--- src/rtl/mem_access_pkg.sv ---
// mem_access_pkg
//   Shared definitions for the MEM stage: memory-op codes, data-bus lane
//   count, FSM state encoding, and small helpers that classify an op and
//   build store lane encodings. Imported by the interface and both modules.
package mem_access_pkg;

    localparam int MEM_OP_WIDTH  = 4;
    localparam int DBUS_BE_WIDTH = 4;

    localparam logic [MEM_OP_WIDTH-1:0] MEM_OP_NONE = 4'd0;
    localparam logic [MEM_OP_WIDTH-1:0] MEM_OP_LB   = 4'd1;
    localparam logic [MEM_OP_WIDTH-1:0] MEM_OP_LBU  = 4'd2;
    localparam logic [MEM_OP_WIDTH-1:0] MEM_OP_LH   = 4'd3;
    localparam logic [MEM_OP_WIDTH-1:0] MEM_OP_LHU  = 4'd4;
    localparam logic [MEM_OP_WIDTH-1:0] MEM_OP_LW   = 4'd5;
    localparam logic [MEM_OP_WIDTH-1:0] MEM_OP_SB   = 4'd6;
    localparam logic [MEM_OP_WIDTH-1:0] MEM_OP_SH   = 4'd7;
    localparam logic [MEM_OP_WIDTH-1:0] MEM_OP_SW   = 4'd8;

    typedef enum logic [1:0] {
        ST_IDLE = 2'd0,
        ST_BUSY = 2'd1,
        ST_DONE = 2'd2
    } state_t;

    function automatic logic is_load(input logic [MEM_OP_WIDTH-1:0] op);
        return op inside {MEM_OP_LB, MEM_OP_LBU, MEM_OP_LH, MEM_OP_LHU, MEM_OP_LW};
    endfunction

    function automatic logic is_store(input logic [MEM_OP_WIDTH-1:0] op);
        return op inside {MEM_OP_SB, MEM_OP_SH, MEM_OP_SW};
    endfunction

    // Halfwords need an even address, words a multiple of four.
    function automatic logic is_misaligned(input logic [MEM_OP_WIDTH-1:0] op,
                                           input logic [1:0] addr_lo);
        case (op)
            MEM_OP_LH, MEM_OP_LHU, MEM_OP_SH: return addr_lo[0];
            MEM_OP_LW, MEM_OP_SW:             return |addr_lo;
            default:                          return 1'b0;
        endcase
    endfunction

    // Little-endian lane enables; loads always fetch the whole word.
    function automatic logic [DBUS_BE_WIDTH-1:0] store_be(input logic [MEM_OP_WIDTH-1:0] op,
                                                          input logic [1:0] addr_lo);
        case (op)
            MEM_OP_SB: return 4'b0001 << addr_lo;
            MEM_OP_SH: return addr_lo[1] ? 4'b1100 : 4'b0011;
            default:   return 4'b1111;
        endcase
    endfunction

    // Replicate the store operand across all lanes so the slave only has
    // to honour the byte enables.
    function automatic logic [31:0] store_wdata(input logic [MEM_OP_WIDTH-1:0] op,
                                                input logic [31:0] wd);
        case (op)
            MEM_OP_SB: return {4{wd[7:0]}};
            MEM_OP_SH: return {2{wd[15:0]}};
            default:   return wd;
        endcase
    endfunction

endpackage

--- src/rtl/mem_access_if.sv ---
// mem_access_if
//   Data-bus interface between the MEM stage (master) and data memory (slave).
//   req/we/addr/be/wdata are driven by the master and held while req=1;
//   rdata is valid during the single-cycle ack pulse.
interface mem_access_if #(
    parameter int ADDR_W = 32,
    parameter int DATA_W = 32
);
    logic                                      req;
    logic                                      we;
    logic [ADDR_W-1:0]                         addr;
    logic [mem_access_pkg::DBUS_BE_WIDTH-1:0]  be;
    logic [DATA_W-1:0]                         wdata;
    logic [DATA_W-1:0]                         rdata;
    logic                                      ack;

    modport master (
        output req, we, addr, be, wdata,
        input  rdata, ack
    );

    modport slave (
        input  req, we, addr, be, wdata,
        output rdata, ack
    );
endinterface

--- src/rtl/mem_access_load_align.sv ---
// mem_access_load_align
//   Combinational load lane select and extension.
//   load_q   : raw word returned by the bus
//   addr_lo  : byte offset of the access within that word
//   op       : load op code (LB/LBU/LH/LHU/LW; anything else returns load_q)
//   ext_data : lane-selected, sign- or zero-extended result
module mem_access_load_align
    import mem_access_pkg::*;
(
    input  logic [31:0]             load_q,
    input  logic [1:0]              addr_lo,
    input  logic [MEM_OP_WIDTH-1:0] op,
    output logic [31:0]             ext_data
);

    logic [7:0]  byte_sel;
    logic [15:0] half_sel;

    always_comb begin
        case (addr_lo)
            2'd0:    byte_sel = load_q[7:0];
            2'd1:    byte_sel = load_q[15:8];
            2'd2:    byte_sel = load_q[23:16];
            default: byte_sel = load_q[31:24];
        endcase
        // Halfword alignment is already guaranteed, so only addr_lo[1] matters.
        half_sel = addr_lo[1] ? load_q[31:16] : load_q[15:0];

        case (op)
            MEM_OP_LB:  ext_data = {{24{byte_sel[7]}}, byte_sel};
            MEM_OP_LBU: ext_data = {24'd0, byte_sel};
            MEM_OP_LH:  ext_data = {{16{half_sel[15]}}, half_sel};
            MEM_OP_LHU: ext_data = {16'd0, half_sel};
            default:    ext_data = load_q;
        endcase
    end

endmodule

--- src/rtl/mem_access.sv ---
// mem_access
//   MEM stage of the 5-stage MIPS core, between EX/MEM and mem_wb.
//   Ports:
//     clk, rst_n            clock, synchronous active-low reset
//     mem_op_in             MEM_OP_* code for the instruction in MEM
//     mem_addr_in           effective byte address
//     mem_wdata_in          store operand (rt)
//     w_reg_*_in, hi/lo_in  writeback fields from EX/MEM
//     w_reg_*_out, hi/lo_out, hilo_wen_out  writeback fields to mem_wb
//     stall_req             freeze IF..EX/MEM and bubble mem_wb
//     addr_err              misaligned access flag for the exception unit
//     dbus                  data-bus master (registered request side)
//   A memory op spends one IDLE cycle issuing, one or more BUSY cycles
//   waiting for ack, and one DONE cycle delivering its result. Non-memory
//   ops pass through combinationally with no added latency.
module mem_access
    import mem_access_pkg::*;
#(
    parameter int ADDR_W = 32,
    parameter int DATA_W = 32
) (
    input  logic                    clk,
    input  logic                    rst_n,

    input  logic [MEM_OP_WIDTH-1:0] mem_op_in,
    input  logic [ADDR_W-1:0]       mem_addr_in,
    input  logic [DATA_W-1:0]       mem_wdata_in,
    input  logic [4:0]              w_reg_addr_in,
    input  logic [DATA_W-1:0]       w_reg_data_in,
    input  logic                    w_reg_en_in,
    input  logic [DATA_W-1:0]       hi_in,
    input  logic [DATA_W-1:0]       lo_in,
    input  logic                    hilo_wen_in,

    output logic [4:0]              w_reg_addr_out,
    output logic [DATA_W-1:0]       w_reg_data_out,
    output logic                    w_reg_en_out,
    output logic [DATA_W-1:0]       hi_out,
    output logic [DATA_W-1:0]       lo_out,
    output logic                    hilo_wen_out,

    output logic                    stall_req,
    output logic                    addr_err,

    mem_access_if.master            dbus
);

    state_t                   state;
    state_t                   state_nx;

    logic                     is_mem;
    logic                     mem_ok;

    logic                     req_q;
    logic                     we_q;
    logic [ADDR_W-1:0]        addr_q;
    logic [DBUS_BE_WIDTH-1:0] be_q;
    logic [DATA_W-1:0]        wdata_q;
    logic [DATA_W-1:0]        load_q;
    logic [MEM_OP_WIDTH-1:0]  op_q;
    logic [1:0]               addr_lo_q;
    logic [31:0]              ext_data;

    // Op classification shared by the FSM and the output logic.
    always_comb begin
        is_mem   = is_load(mem_op_in) || is_store(mem_op_in);
        addr_err = is_mem && is_misaligned(mem_op_in, mem_addr_in[1:0]);
        mem_ok   = is_mem && !addr_err;
    end

    // FSM state register
    always_ff @(posedge clk) begin
        if (!rst_n) state <= ST_IDLE;
        else        state <= state_nx;
    end

    // FSM next-state logic. DONE always falls back to IDLE because the
    // pipeline advances on that same edge and the op leaves MEM.
    always_comb begin
        state_nx = state;
        case (state)
            ST_IDLE: if (mem_ok)   state_nx = ST_BUSY;
            ST_BUSY: if (dbus.ack) state_nx = ST_DONE;
            ST_DONE: state_nx = ST_IDLE;
            default: state_nx = ST_IDLE;
        endcase
    end

    // FSM outputs. Writebacks are suppressed while stalled so the frozen
    // instruction commits exactly once, in DONE.
    always_comb begin
        stall_req      = ((state == ST_IDLE) && mem_ok) || (state == ST_BUSY);
        w_reg_en_out   = w_reg_en_in && !stall_req && !addr_err;
        hilo_wen_out   = hilo_wen_in && !stall_req && !addr_err;
        w_reg_addr_out = w_reg_addr_in;
        hi_out         = hi_in;
        lo_out         = lo_in;
        if ((state == ST_DONE) && is_load(op_q)) w_reg_data_out = ext_data;
        else                                     w_reg_data_out = w_reg_data_in;
    end

    // Bus request registers and captured read data. Request fields are
    // latched once at issue and held untouched through BUSY.
    always_ff @(posedge clk) begin
        if (!rst_n) begin
            req_q     <= 1'b0;
            we_q      <= 1'b0;
            addr_q    <= '0;
            be_q      <= '0;
            wdata_q   <= '0;
            load_q    <= '0;
            op_q      <= MEM_OP_NONE;
            addr_lo_q <= 2'd0;
        end else begin
            case (state)
                ST_IDLE: begin
                    if (mem_ok) begin
                        req_q     <= 1'b1;
                        we_q      <= is_store(mem_op_in);
                        addr_q    <= {mem_addr_in[ADDR_W-1:2], 2'b00};
                        be_q      <= store_be(mem_op_in, mem_addr_in[1:0]);
                        wdata_q   <= store_wdata(mem_op_in, mem_wdata_in);
                        op_q      <= mem_op_in;
                        addr_lo_q <= mem_addr_in[1:0];
                    end
                end
                ST_BUSY: begin
                    if (dbus.ack) begin
                        load_q <= dbus.rdata;
                        req_q  <= 1'b0;
                    end
                end
                default: ;
            endcase
        end
    end

    assign dbus.req   = req_q;
    assign dbus.we    = we_q;
    assign dbus.addr  = addr_q;
    assign dbus.be    = be_q;
    assign dbus.wdata = wdata_q;

    mem_access_load_align u_load_align (
        .load_q   (load_q),
        .addr_lo  (addr_lo_q),
        .op       (op_q),
        .ext_data (ext_data)
    );

endmodule

--- src/flat_wrapper.sv ---
// flat-port wrapper written by rule: the top's interface ports become plain ports
module mem_access_flat import mem_access_pkg::*;
#(
    parameter int ADDR_W = 32,
    parameter int DATA_W = 32
)
  (clk, rst_n, mem_op_in, mem_addr_in, mem_wdata_in, w_reg_addr_in, w_reg_data_in, w_reg_en_in, hi_in, lo_in, hilo_wen_in, w_reg_addr_out, w_reg_data_out, w_reg_en_out, hi_out, lo_out, hilo_wen_out, stall_req, addr_err, dbus_req, dbus_we, dbus_addr, dbus_be, dbus_wdata, dbus_rdata, dbus_ack);
  mem_access_if #(.ADDR_W(ADDR_W), .DATA_W(DATA_W)) dbus_i ();
  input  logic clk;
  input  logic rst_n;
  input  logic [MEM_OP_WIDTH-1:0] mem_op_in;
  input  logic [ADDR_W-1:0] mem_addr_in;
  input  logic [DATA_W-1:0] mem_wdata_in;
  input  logic [4:0] w_reg_addr_in;
  input  logic [DATA_W-1:0] w_reg_data_in;
  input  logic w_reg_en_in;
  input  logic [DATA_W-1:0] hi_in;
  input  logic [DATA_W-1:0] lo_in;
  input  logic hilo_wen_in;
  output logic [4:0] w_reg_addr_out;
  output logic [DATA_W-1:0] w_reg_data_out;
  output logic w_reg_en_out;
  output logic [DATA_W-1:0] hi_out;
  output logic [DATA_W-1:0] lo_out;
  output logic hilo_wen_out;
  output logic stall_req;
  output logic addr_err;
  output wire logic [$bits(dbus_i.req)-1:0] dbus_req;
  output wire logic [$bits(dbus_i.we)-1:0] dbus_we;
  output wire logic [$bits(dbus_i.addr)-1:0] dbus_addr;
  output wire logic [$bits(dbus_i.be)-1:0] dbus_be;
  output wire logic [$bits(dbus_i.wdata)-1:0] dbus_wdata;
  input wire logic [$bits(dbus_i.rdata)-1:0] dbus_rdata;
  input wire logic [$bits(dbus_i.ack)-1:0] dbus_ack;
  assign dbus_req = dbus_i.req;
  assign dbus_we = dbus_i.we;
  assign dbus_addr = dbus_i.addr;
  assign dbus_be = dbus_i.be;
  assign dbus_wdata = dbus_i.wdata;
  assign dbus_i.rdata = dbus_rdata;
  assign dbus_i.ack = dbus_ack;
  mem_access #(.ADDR_W(ADDR_W), .DATA_W(DATA_W)) u_core (.clk(clk), .rst_n(rst_n), .mem_op_in(mem_op_in), .mem_addr_in(mem_addr_in), .mem_wdata_in(mem_wdata_in), .w_reg_addr_in(w_reg_addr_in), .w_reg_data_in(w_reg_data_in), .w_reg_en_in(w_reg_en_in), .hi_in(hi_in), .lo_in(lo_in), .hilo_wen_in(hilo_wen_in), .w_reg_addr_out(w_reg_addr_out), .w_reg_data_out(w_reg_data_out), .w_reg_en_out(w_reg_en_out), .hi_out(hi_out), .lo_out(lo_out), .hilo_wen_out(hilo_wen_out), .stall_req(stall_req), .addr_err(addr_err), .dbus(dbus_i));
endmodule
--- config.mk ---
export PLATFORM = sky130hd
export DESIGN_NAME = mem_access_flat
export DESIGN_NICKNAME = d
export VERILOG_FILES = /design/src/rtl/mem_access_pkg.sv /design/src/rtl/mem_access_if.sv /design/src/rtl/mem_access_load_align.sv /design/src/rtl/mem_access.sv /design/src/flat_wrapper.sv
export SDC_FILE = /design/constraint.sdc
export NUM_CORES = 1
export LEC_CHECK = 0
export CORE_AREA = 2 2 149 151
export DETAILED_ROUTE_END_ITERATION = 7
export DIE_AREA = 0 0 151 153
export PLACE_DENSITY_LB_ADDON = 0.25
export SLEW_MARGIN = 20
export SYNTH_ARGS = -nofsm -noshare
export SYNTH_HDL_FRONTEND = slang
export SYNTH_SLANG_ARGS = --single-unit
--- constraint.sdc ---
create_clock -name clk -period 2.5 [get_ports clk]
set_clock_uncertainty 0.1 [all_clocks]
set_input_delay 0.375 -clock clk [delete_from_list [all_inputs] [get_ports clk]]
set_output_delay 0.375 -clock clk [all_outputs]
set_load 0.03 [all_outputs]
Word-level counts from Yosys, hierarchy flattened

Index checks and enable logic that the tools add are counted.

Bits in latches: 0
Bits of input ports: 206
Output and inout bits: 175
Word-level logic and storage cells: 68
Memories: 0
Bits in registers: 108
ROM bits: 0
Memory bits (writable): 0

Bitwise logic cells: 0
Muxes and demuxes: 14
$lt $le $gt $ge: 0
Shifts and indexed selects: 1
Divide/modulo/power cells: 0
Multiply operators: 0
Reduce and logical (&&, ||, !) cells: 25
Equality and inequality tests: 19
$add $sub $neg: 0

Operators by type and width:

| cell                                             | number |
|---|---|
| case mux 32 bit (4 select lines)                 | 1 |
| case mux 32 bit (2 select lines)                 | 1 |
| 2-to-1 mux 32 bit                                | 1 |
| == test 4 x 3 -> 1 bit (second input constant)   | 6 |
| case mux 8 bit (3 select lines)                  | 1 |
| == test 4 x 2 -> 1 bit (second input constant)   | 4 |
| 2-to-1 mux 16 bit                                | 1 |
| nonzero test 5 bit                               | 2 |
| == test 4 x 1 -> 1 bit (second input constant)   | 2 |
| logical AND 1 bit                                | 8 |
| case mux 4 bit (2 select lines)                  | 1 |
| AND reduction 2 bit                              | 3 |
| == test 2 x 1 -> 1 bit (second input constant)   | 2 |
| == test 2 bit (second input constant)            | 2 |
| == test 4 bit (second input constant)            | 1 |
| logical NOT 2 bit                                | 2 |
| 2-to-1 mux 2 bit                                 | 2 |
| 2-to-1 mux 4 bit                                 | 1 |
| case mux 1 bit (2 select lines)                  | 2 |
| case mux 2 bit (2 select lines)                  | 1 |
| OR reduction 2 bit                               | 2 |
| << shifter 1 x 2 -> 4 bit (first input constant) | 1 |
| AND reduction 3 bit                              | 1 |
| nonzero test 3 bit                               | 1 |
| 7 further kinds                                  | 10 |

Longest topological paths before layout

Gate-level depths: netlist of run 1.

Word-level depth: 11
Depth in mapped cells: 8
Gate-level depth less buffers: 4

Hierarchy

A second synthesis of run 1 with hierarchy kept.

Cells, all modules: 749
Area total of the unflattened synthesis: 6491.2 um2

By module, submodules not included:

| module                | area an instance (um2) | sequential area each (um2) | times used | cells each |
|---|---|---|---|---|
| mem_access            | 5470.2                 | 2162.1                     | 1          | 629 |
| mem_access_load_align | 1021.0                 | 0.0                        | 1          | 120 |

Worst setup path before layout of run 1

OpenSTA, ideal clock, no wires.

Path kind: register to output
Start point: reg u_core.op_q[0]
End point: out w_reg_data_out[0]
Data arrival time: 2213 ps
Cell stages (with the launch flop): 8
Data required time: 2025 ps
Setup slack: -188 ps
Cells stage by stage: dfxtp_1 -> buf_2 -> or3_1 -> and4_1 -> buf_2 -> and2_4 -> buf_6 -> a221oi_1

Cells in the longest elaborated chain, start to end: 4
Elaborated cells between the ends (all ways): 9
Classes of those cells: 5 x eq/ne; 2 x mux; 2 x reduce/logical

Ends and longest elaborated chain:

| item                                                 | RTL line                                          | source |
|---|---|---|
| start, declared                                      | mem_access.sv:60                                  | `logic [MEM_OP_WIDTH-1:0] op_q;` |
| start signal, assigned                               | mem_access.sv:123                                 | `op_q <= mem_op_in;` |
| == test 4 x 1 -> 1 bit, or another cell as far along | mem_access_pkg.sv:27, mem_access_load_align.sv:29 |  |
| nonzero test 5 bit                                   | mem_access_pkg.sv:27                              | `return op inside {MEM_OP_LB, MEM_OP_LBU, MEM_OP_LH, MEM_OP_LHU, MEM_OP_LW};` |
| logical AND 1 bit                                    | mem_access.sv:98                                  | `if ((state == ST_DONE) && is_load(op_q)) w_reg_data_out = ext_data;` |
| 2-to-1 mux 32 bit *                                  | mem_access.sv:98                                  |  |
| end, declared                                        | flat_wrapper.sv:21                                | `output logic [DATA_W-1:0] w_reg_data_out;` |

Every way passes the cells marked *; elsewhere a longest branch is shown, timed or not.

Final worst setup path of run 1

Start point: reg u_core.op_q[0]
End point: out w_reg_data_out[5]

The elaborated chain is that of the path after synthesis.

==> key figures, run 1 <==
Timing
  – Min Tclk post-route: between 2000 and 3000 ps
  – Slew margin rel.: 0.532
  – Final Hold Violating Endpoints: 0
  – TNS Setup: -335 ps
  – Setup violators final: 7
  – Highest clock rate: approximately 390 MHz
  – Fin worst setup slack: -64.1 ps
  – Slew Limit Fails: 0
  – RSZ-0062 raised after global routing: yes
  – Measured slew at the worst slew-check pin: ~700 ps
  – Fin crit share: 1.03

Pwr
  – Leak pwr: around 3.6 nW
  – Pwr Density: about 540 nW/um^2
  – Worst VDD drop: between 0.4 and 0.5 mV
  – Final Power: approximately 5.0 mW

Cells and area
  – Layout cell share with drive strength beyond 1: 0.175
  – Design area: 9270 sq um
  – Non-Filler Instances: roughly 1,300
  – Fill cell total of the finished layout: between 2,000 and 2,500
  – P&R area growth vs syn: 47.0%
  – Number of nets in the layout: around 1,200

Synthesis
  – Post-synth EDFFs: 0
  – Async SR Flop Fraction: 0
  – Yosys cell types: around 50
  – Post-synthesis cell area: between 6000 and 7000 sq um
  – Yosys reg bits: 108
  – Post-synthesis sequential area ratio: 0.343
  – Ys flop type: dfxtp_1
  – Syn Area/Cell: roughly 7.9 sq um
  – Yosys warns: 0
  – Mapped Cells: approximately 800

Critical path
  – Critical path endpoint category: primary output
  – CP Max Fanout: 6
  – Most used cell, CP: buf_6
  – Worst Path Buf+Inv: 2
  – Worst setup SP type: flip-flop
  – Worst reg2reg path depth: 5
  – Worst r2r src: u_core.state[1]
  – Crit path DAT: ~2100 ps
  – CP startpoint: u_core.op_q[0]
  – CP cell instances: or3_4 > and4_4 > and2_4 > buf_6 > a221oi_4 > buf_6
  – Crit-path max cell delay: ~380 ps
  – Critical path depth: 6
  – Critical-path top delay cell: or3_4
  – Top Family by Delay on Critical Path: simple AND/OR/NAND/NOR gates
  – CP required: ~2000 ps
  – Setup CP Type: reg2out

Outcome
  – Failing checks: negative setup slack
  – Status: finished with violations

Floorplanning
  – I/O pins: about 380
  – Die Area: roughly 23,000 sq um
  – Die Span X: around 150 microns
  – Core area: between 20,000 and 25,000 sq um
  – Die H: ~150 microns
  – Initial Util: 0.294
  – Row count: 54

Clock network
  – CTS H-tree depth: 3
  – CTS tree: done
  – CTS sink count: 108
  – Worst-case clock buffer depth: 2
  – Worst-Skew Late Latency: about 350 ps
  – TritonCTS Buffers: 9
  – Worst-path clk slew: ~70 ps
  – CTS Hold Bufs: 0
  – Root buffer cell: clkbuf_16

Route
  – Final WL: 20.6 mm
  – Residual DRC: 0
  – DRT iter0 DRCs: 267
  – Drt first pass iters: 4
  – Wire length per cell: ~16 microns
  – Vias after detailed routing: ~6,000
  – Routed vias/inst: 4.75
  – Detail Route Antenna Nets: 0

Place
  – Port Buffer Count: 240
  – Placed Cells: about 1,200
  – Placed Instance Area: approximately 8700 sq um
  – Place WS: -46.9 ps
  – Global placement routability congestion: roughly 0.84
  – DP HPWL: approximately 15 mm

Run
  – Max-cap violation count: 0

Global routing
  – Initial antenna violation count: 2
  – First-pass GRT wire length: roughly 32 mm
  – Number of global-route vias before repair: about 6,000
  – Aggregate global routing overflow: 0
  – Largest net degree at the start of global routing: 93
  – Gr usage total: 0.174

Min path
  – Tightest Hold Check Type: in2reg
  – Worst Hold Depth: 3
  – Worst Hold Launch: mem_addr_in[0]
-- state kept, by name, summed over array words and instances, names as in the netlist --
register,flops
u_core.dbus.wdata,32
u_core.load_q,32
u_core.dbus.addr,30
u_core.dbus.be,4
u_core.op_q,4
u_core.addr_lo_q,2
u_core.state,2
u_core.dbus.req,1
u_core.dbus.we,1
-- worst min-delay path: stages --
cell	delay, ps
dlymetal6s2s_1	180
nand2_1	90
mux2i_1	60
-- routing by layer --
layer | global-route usage | up-vias | wire length, microns
met1 | 0.216 | 2728 | 8740
met3 | 0.0627 | 36 | 2080
li1 | - | 2948 | -
met5 | 0 | - | 11
met2 | 0.280 | 237 | 9290
met4 | 0.0574 | 2 | 444
-- layout by cell type, fill, tap and decap left out, types with 19 or more instances in the layout --
cell type / synthesis / routed
a21oi_1: 53 / 45
buf_4: 77 / 54
buf_6: 6 / 23
clkdlybuf4s50_1: 0 / 198
dfxtp_1: 108 / 104
inv_1: 19 / 19
mux2i_1: 70 / 70
nand2_1: 246 / 245
nor2_1: 36 / 33
o21ai_0: 19 / 19
-- per-stage QoR --
| step | utilization | hold slack (ps) |
|---|---|---|
| global placement | 0.403 | 341 |
| CTS | 0.427 | 332 |
| floorplan | - | 346 |
| global route | 0.432 | 319 |
| detailed placement | 0.403 | 345 |
| finish | 0.432 | 290 |
-- kinds of logic (layout without fill, tap and decap cells) --
group,count (synthesis),count (layout),synth area share
xor gates and xnor gates,1,1,0.00139
DFF,108,108,0.343
AOI/OAI and AO/OA,137,137,0.148
and+or+nand+nor,309,310,0.202
buffers and inverters,158,326,0.149
muxes,87,87,0.156
other,1,3,0.000594
-- path summary, 6_finish.rpt --
kind / end / slack (ps)
max: w_reg_data_out[5] / -60
min: u_core.addr_lo_q[0] / 290
max reg2reg: u_core.load_q[20] / 760
min reg2reg: u_core.dbus.addr[17] / 360
-- Yosys cell counts (2+ instances only) --
cell type	instances	share of area
inv_1	19	0.011
o211ai_1	9	0.011
nor2_1	36	0.021
a221oi_1	5	0.0069
dfxtp_1	108	0.34
a221oi_2	10	0.024
o31a_1	2	0.0028
nand3b_1	3	0.0036
nand2_1	246	0.15
and2_1	4	0.0040
a311oi_1	10	0.014
nor3_1	2	0.0016
nand2b_1	3	0.0030
nor4bb_1	2	0.0032
buf_2	12	0.0095
o21ai_0	19	0.015
a31oi_1	12	0.012
buf_6	6	0.011
a211oi_1	2	0.0024
and3b_1	2	0.0028
a21oi_1	53	0.042
buf_4	77	0.092
o22ai_1	8	0.0079
mux4_2	8	0.029
buf_1	4	0.0024
mux2i_1	70	0.11
mux2_2	9	0.016
clkbuf_1	39	0.023
-- repair_timing --
item / CTS / global route
resized for setup: 57 / 16
pin swaps: 10 / 6
buffers inserted: 4 / 1
cloned: 1 / 1
setup endpoints to repair: 34 / 34
-- cell type report --
| type | instances | area (sq um) | share of cell area |
|---|---|---|---|
| Multi-Input combinational cell | 537 | 3480 | 0.375 |
| Timing Repair Buffer | 290 | 2900 | 0.313 |
| Sequential cell | 108 | 2170 | 0.234 |
| Tap cell | 280 | 350 | 0.0378 |
| Clock buffer | 10 | 239 | 0.0258 |
| Inverter | 20 | 75.1 | 0.00809 |
| Clock inverter | 6 | 53.8 | 0.00580 |
| Antenna cell | 1 | 2.50 | 0.000270 |
-- where the power goes --
group	switching, mW	internal, mW
Sequential	0.0914	1.86
Combinational	0.867	0.779
Clock	0.711	0.725
Note: power is estimated with default switching activity, not from simulation.
==> run 2, diff against run 1 <==
--- a/config.mk
+++ b/config.mk
@@ -5,9 +5,11 @@
 export SDC_FILE = /design/constraint.sdc
 export NUM_CORES = 1
 export LEC_CHECK = 0
-export CORE_AREA = 2 2 149 151
+export CELL_PAD_IN_SITES_DETAIL_PLACEMENT = 1
+export CELL_PAD_IN_SITES_GLOBAL_PLACEMENT = 1
+export CORE_MARGIN = 1.5
+export CORE_UTILIZATION = 26
 export DETAILED_ROUTE_END_ITERATION = 7
-export DIE_AREA = 0 0 151 153
 export PLACE_DENSITY_LB_ADDON = 0.25
 export SLEW_MARGIN = 20
 export SYNTH_ARGS = -nofsm -noshare
==> key figures, run 2 (synthesis results as in run 1) <==
Critical path
  – CP required: 2030 ps
  – CP cell instances: or3_4 > and4_4 > buf_6 > and2_4 > buf_6 > a221oi_4 > buf_6
  – Worst Path Buf+Inv: 3
  – Setup CP Type: reg2out
  – Critical path endpoint category: primary output
  – Top Family by Delay on Critical Path: simple AND/OR/NAND/NOR gates
  – CP Max Fanout: 5
  – Critical-path top delay cell: or3_4
  – R2R Setup Slk: 720 ps
  – Most used cell, CP: buf_6
  – Worst setup SP type: flip-flop
  – Crit path DAT: roughly 2100 ps
  – FF-to-FF End: u_core.load_q[23]
  – Worst r2r src: u_core.state[1]
  – Worst reg2reg path depth: 5
  – Crit-path max cell delay: between 300 and 400 ps

Global routing
  – Aggregate global routing overflow: 0
  – First-pass GRT wire length: 35.3 mm
  – Initial antenna violation count: 3
  – Number of global-route vias before repair: 6,200
  – Largest net degree at the start of global routing: between 90 and 100
  – Gr usage total: 0.176

Cells and area
  – Number of nets in the layout: between 1,000 and 1,500
  – Fin util: 0.396
  – Non-Filler Instances: between 1,000 and 1,500
  – Most frequent cells in the layout: nand2_1 (245), clkdlybuf4s50_1 (198), dfxtp_1 (106)
  – Layout cell share with drive strength beyond 1: 0.177
  – Most common cell after layout, fill and taps aside: nand2_1
  – Design area: between 9000 and 10,000 sq um
  – P&R area growth vs syn: 48.2%

Route
  – Vias after detailed routing: 6,051
  – DRT iter0 DRCs: 246
  – Wire length per cell: about 17 microns
  – Final WL: ~23 mm
  – Residual DRC: 0
  – Drt first pass iters: 4
  – Routed vias/inst: between 4 and 5
  – Detail Route Antenna Nets: 0

Clock network
  – Root buffer cell: clkbuf_16
  – CTS sink count: ~110
  – CTS Hold Bufs: 0
  – Worst-path clk slew: approximately 80 ps
  – Worst-Skew Late Latency: ~360 ps
  – CTS tree: done
  – TritonCTS Buffers: 9
  – Worst-case clock buffer depth: 2
  – CTS H-tree depth: 3

Pwr
  – Worst VDD drop: about 0.34 mV
  – Leak pwr: ~3.6 nW
  – Final Power: slightly above 5 mW
  – Pwr Density: approximately 550 nW/um^2

Min path
  – WHS Endpoint: u_core.state[0]
  – Worst Hold Depth: 2
  – Worst Hold Launch: rst_n
  – Tightest Hold Check Type: in2reg

Place
  – Placed Instance Area: approximately 8800 sq um
  – Placed Cells: around 1,300
  – Global placement routability congestion: roughly 0.79
  – Port Buffer Count: 240
  – DP HPWL: approximately 17 mm
  – Place WS: -135 ps

Run
  – Max-cap violation count: 0

Timing
  – Fin crit share: 1.04
  – Setup violators final: 24
  – Min Tclk post-route: ~2600 ps
  – Slew Limit Fails: 0
  – Final Hold Violating Endpoints: 0
  – Slew margin rel.: 0.528
  – Measured slew at the worst slew-check pin: a little over 700 ps
  – RSZ-0062 raised after global routing: yes
  – Highest clock rate: roughly 390 MHz
  – Fin worst setup slack: -91.0 ps

Floorplanning
  – Initial Util: 0.267
  – Core area: 23,600 sq um
  – Die H: around 160 microns
  – Die Span X: between 150 and 200 microns
  – I/O pins: ~380
  – Row count: 56
  – Die Area: between 20,000 and 30,000 sq um

Outcome
  – Status: finished with violations
  – Failing checks: negative setup slack
-- run 2: changes by cell type in the layout (fill, tap and decap cells not counted), sizes merged --
| cell | before | now |
|---|---|---|
| buf | 86 | 92 |
| clkbuf | 11 | 9 |
| clkdlybuf4s15 | 0 | 1 |
| clkinv | 1 | 2 |
| diode | 1 | 2 |
| dlymetal6s2s | 2 | 1 |
-- run 2: power breakdown --
part           leakage [nW]  total, mW  switching, mW  internal, mW
Sequential            0.886       1.95         0.0924          1.86
Clock                 0.146       1.49          0.776         0.717
Combinational          2.53       1.68          0.894         0.787
-- run 2: metrics by stage --
| stage | hold WS [ps] | TNS, ps |
|---|---|---|
| 3_3_place_gp | 342 | -840 |
| 3_5_place_dp | 351 | -3320 |
| 5_1_grt | 341 | -3570 |
| 2_1_floorplan | 346 | -938 |
| 6_report | 332 | -941 |
| 4_1_cts | 326 | -1160 |
-- run 2: worst max-delay path by stage --
stage                        start                 end  slack [ps]  depth (start not counted)
finish              u_core.op_q[2]  w_reg_data_out[13]         -90                          7
global route        u_core.op_q[0]  w_reg_data_out[14]        -180                          6
CTS                 u_core.op_q[2]  w_reg_data_out[14]        -100                          7
detailed placement    mem_op_in[3]        hilo_wen_out        -130                          6
global placement      mem_op_in[3]        hilo_wen_out        -100                          6
floorplan           u_core.op_q[0]   w_reg_data_out[0]        -190                          7
-- run 2: repair_timing --
| item | 4_1_cts | 5_1_grt |
|---|---|---|
| buffers inserted | 3 | 0 |
| pin swaps | 17 | 8 |
| gates resized for setup | 125 | 36 |
| cloned | 1 | 0 |
| endpoints found under the setup margin | 36 | 36 |
-- run 2: final cells by class --
| class | count | area, sq um |
|---|---|---|
| fillers | 2804 | 14300 |
| diodes | 2 | 5.00 |
| multi-input cells | 537 | 3490 |
| clock inverters | 7 | 77.6 |
| well taps | 319 | 399 |
| clock buffers | 9 | 225 |
| inverters | 20 | 75.1 |
| flip-flops and latches | 108 | 2160 |
| repair buffers | 295 | 2910 |
-- run 2: per-layer routing --
layer / track usage / routed length, microns / part of all wire / up-vias
met5: 0 / 13 / 0.00057 / -
met4: 0.0468 / 282 / 0.012 / 2
met3: 0.0690 / 1930 / 0.085 / 29
met2: 0.293 / 10700 / 0.47 / 171
met1: 0.210 / 9740 / 0.43 / 2887
li1: - / - / - / 2962
-- run 2: worst reg2reg max path, cell delays in order, from the launching register on --
cell	delay (ps)
dfxtp_1	350
buf_4	140
nand2b_1	200
or2_2	620
nand2_1	120
a21oi_1	180
==> run 3, diff against run 2 <==
--- a/config.mk
+++ b/config.mk
@@ -8,10 +8,11 @@
 export CELL_PAD_IN_SITES_DETAIL_PLACEMENT = 1
 export CELL_PAD_IN_SITES_GLOBAL_PLACEMENT = 1
 export CORE_MARGIN = 1.5
-export CORE_UTILIZATION = 26
+export CORE_UTILIZATION = 27
 export DETAILED_ROUTE_END_ITERATION = 7
 export PLACE_DENSITY_LB_ADDON = 0.25
 export SLEW_MARGIN = 20
 export SYNTH_ARGS = -nofsm -noshare
 export SYNTH_HDL_FRONTEND = slang
+export SYNTH_HIERARCHICAL = 1
 export SYNTH_SLANG_ARGS = --single-unit
==> key figures, run 3 <==
Critical path
  – Worst r2r src: u_core/state[0]
  – Worst reg2reg path depth: 5
  – Top Family by Delay on Critical Path: multiplexers
  – Setup CP Type: reg2out
  – R2R Setup Slk: 700 ps
  – FF-to-FF End: u_core/addr_lo_q[0]
  – Critical-path top delay cell: mux4_2
  – Crit-path max cell delay: around 560 ps
  – CP Max Fanout: 8
  – CP cell instances: mux4_2 > buf_6 > nand4b_4 > o211ai_1 > mux2_4 > buf_6
  – Most used cell, CP: buf_6
  – Worst setup SP type: flip-flop
  – Crit path DAT: between 2000 and 2500 ps
  – CP required: about 2000 ps
  – Worst Path Buf+Inv: 2
  – Critical path endpoint category: primary output

Cells and area
  – P&R area growth vs syn: 53.0%
  – Design area: between 9000 and 10,000 sq um
  – Area of the multi-input gates: roughly 3800 sq um
  – Number of nets in the layout: approximately 1,200
  – Layout cell share with drive strength beyond 1: 0.246
  – Fill cell total of the finished layout: 2,729
  – Most common cell after layout, fill and taps aside: clkdlybuf4s50_1
  – Most frequent cells in the layout: clkdlybuf4s50_1 (199), nand2_1 (188), dfxtp_1 (103)
  – Register area: 2180 sq um
  – Antenna Cells: 0
  – Non-Filler Instances: roughly 1,300

Global routing
  – Gr usage total: 0.184
  – First-pass GRT wire length: 35.1 mm
  – Largest net degree at the start of global routing: about 110
  – Number of global-route vias before repair: between 6,000 and 7,000
  – Initial antenna violation count: 0
  – Aggregate global routing overflow: 0
  – Global-route met2 utilization: 0.319
  – GRT met3 Usage: 0.0635
  – Busiest layer in global routing: met2
  – Met1 Use GR: 0.207

Place
  – Placed Cells: 1,234
  – Placed Instance Area: 8920 sq um
  – Port Buffer Count: 240
  – Global placement routability congestion: approximately 0.81
  – DP HPWL: approximately 17 mm

Synthesis
  – Mapped Cells: ~750
  – Yosys cell types: 52
  – Top post-synthesis cells by count: nand2_1 (188), dfxtp_1 (108), mux2i_1 (81), buf_4 (73), mux2_2 (39)
  – Post-synthesis cell area: around 6500 sq um
  – Most frequent cell after synthesis: nand2_1
  – Top-area cell type share of the netlist area: 0.333
  – Syn Area/Cell: between 8 and 9 sq um
  – Post-synthesis sequential area ratio: 0.333
  – Yosys reg bits: ~110
  – Post-synth EDFFs: 0
  – Yosys warns: 6
  – Async SR Flop Fraction: 0
  – Synth area leaders: dfxtp_1 (33%), mux2i_1 (12%), nand2_1 (11%), buf_4 (8.4%), mux2_2 (6.8%)
  – Synth area leader: dfxtp_1
  – Ys flop type: dfxtp_1

Timing
  – Fin crit share: 1.07
  – Slew margin rel.: 0.658
  – RSZ-0062 raised after global routing: yes
  – Setup violators final: 32
  – Min Tclk post-route: ~2700 ps
  – TNS Setup: -3240 ps
  – Slew Limit Fails: 0
  – Measured slew at the worst slew-check pin: around 510 ps
  – Fin Hold WS: between 200 and 300 ps
  – Fin worst setup slack: -168 ps
  – Final Hold Violating Endpoints: 0
  – Highest clock rate: about 370 MHz

Floorplanning
  – Die Span X: about 160 microns
  – I/O pins: roughly 380
  – Die Area: 25,000 sq um
  – Initial Util: 0.276
  – Core area: ~24,000 sq um
  – Row count: 56
  – Die H: between 150 and 200 microns

Outcome
  – Failing checks: negative setup slack
  – Status: finished with violations

Route
  – Wire length per cell: between 15 and 20 microns
  – Residual DRC: 0
  – Final WL: 23.1 mm
  – Drt first pass iters: 4
  – Detail Route Antenna Nets: 0
  – Routed vias/inst: around 4.8
  – DRT iter0 DRCs: 200
  – Vias after detailed routing: roughly 6,100

Pwr
  – Comb pwr share: 0.350
  – Worst VDD drop: between 0.3 and 0.4 mV
  – Clock power frac: 0.278
  – Leak pwr: roughly 3.9 nW
  – Net Sw Frac: 0.341
  – Sw Pwr: around 1.8 mW
  – Pint: roughly 3.5 mW
  – Pwr Density: 529 nW/um^2
  – Flop pwr share: 0.372

Clock network
  – Worst-path clk slew: ~80 ps
  – Worst-case clock buffer depth: 2
  – CTS H-tree depth: 3
  – CTS Hold Bufs: 0
  – CTS tree: done
  – Root buffer cell: clkbuf_16
  – Worst-Skew Late Latency: 360 ps
  – CTS sink count: about 110
  – TritonCTS Buffers: 9

Min path
  – Tightest Hold Check Type: in2reg
  – WHS Endpoint: u_core/op_q[0]
  – Worst Hold Launch: rst_n
  – Worst Hold Depth: 3

Run
  – Max-cap violation count: 0
run 3: cell count changes in the layout (fill, tap and decap cells not counted), moves of 11 or more:
cell | previous run | this run
a21oi_1 | 47 | 35
buf_6 | 23 | 37
nand2_1 | 245 | 188
mux2_4 | 0 | 21
a221oi_4 | 12 | 0
o21ai_0 | 19 | 2
nor2_1 | 35 | 1
mux2i_1 | 70 | 81
o211ai_1 | 9 | 32
buf_4 | 50 | 62
run 3: how the worst max path moves through the flow:
stage,start,to,slack [ps],cells after the start
after detailed placement,u_core/addr_lo_q[0],w_reg_data_out[17],-120,5
after global placement,u_core/addr_lo_q[0],w_reg_data_out[23],-60,5
final,u_core/addr_lo_q[0],w_reg_data_out[15],-170,6
after global routing,u_core/addr_lo_q[0],w_reg_data_out[30],-240,7
after CTS,u_core/addr_lo_q[0],w_reg_data_out[24],-160,7
after floorplan,u_core/addr_lo_q[1],w_reg_data_out[5],180,6
run 3: area by class of cell:
cell class              instances  area share
multi-input cells             494       0.380
repair buffers                318       0.325
flip-flops and latches        108       0.219
well taps                     319      0.0402
clock buffers                   9      0.0227
clock inverters                 7     0.00794
inverters                      15     0.00567
run 3: power groups by stage:
stage	clock [mW]	sequential (mW)	combinational (mW)
2_1_floorplan	0	2.19	0.905
3_3_place_gp	0	1.99	1.66
3_5_place_dp	0	1.99	1.67
4_1_cts	1.52	1.96	1.81
5_1_grt	1.57	1.97	1.96
6_report	1.46	1.96	1.84
run 3: kinds of logic after synthesis:
family	share of synthesized area
multiplexers	0.228
buffers and inverters	0.141
AO/OA/AOI/OAI	0.146
AND/OR/NAND/NOR	0.150
XOR/XNOR	0.00135
other	0.000578
flip-flops	0.333
run 3: per-stage QoR:
| stage | utilization | worst slack [ps] | total power, mW |
|---|---|---|---|
| 6_report | 0.422 | -168 | 5.26 |
| 5_1_grt | 0.422 | -242 | 5.51 |
| 4_1_cts | 0.414 | -156 | 5.28 |
| 3_5_place_dp | 0.379 | -125 | 3.66 |
| 3_3_place_gp | 0.379 | -64.0 | 3.65 |
| 2_1_floorplan | - | 179 | 3.09 |
run 3: routing by layer:
layer,vias to the layer above,share of wire
met2,196,0.49
met5,-,0
met1,2915,0.40
met4,0,0.021
li1,2941,-
met3,31,0.087
run 3: what timing repair did:
item	CTS	global route
pin swaps	13	11
gates resized for setup	143	29
buffers inserted	13	6
cloned	3	0
endpoints found under the setup margin	35	36
run 3: worst min-delay path: cells and delay by family:
kind                   cells  cell delay, ps
buffers and inverters      1             180
and+or+nand+nor            1              80
muxes                      1              50
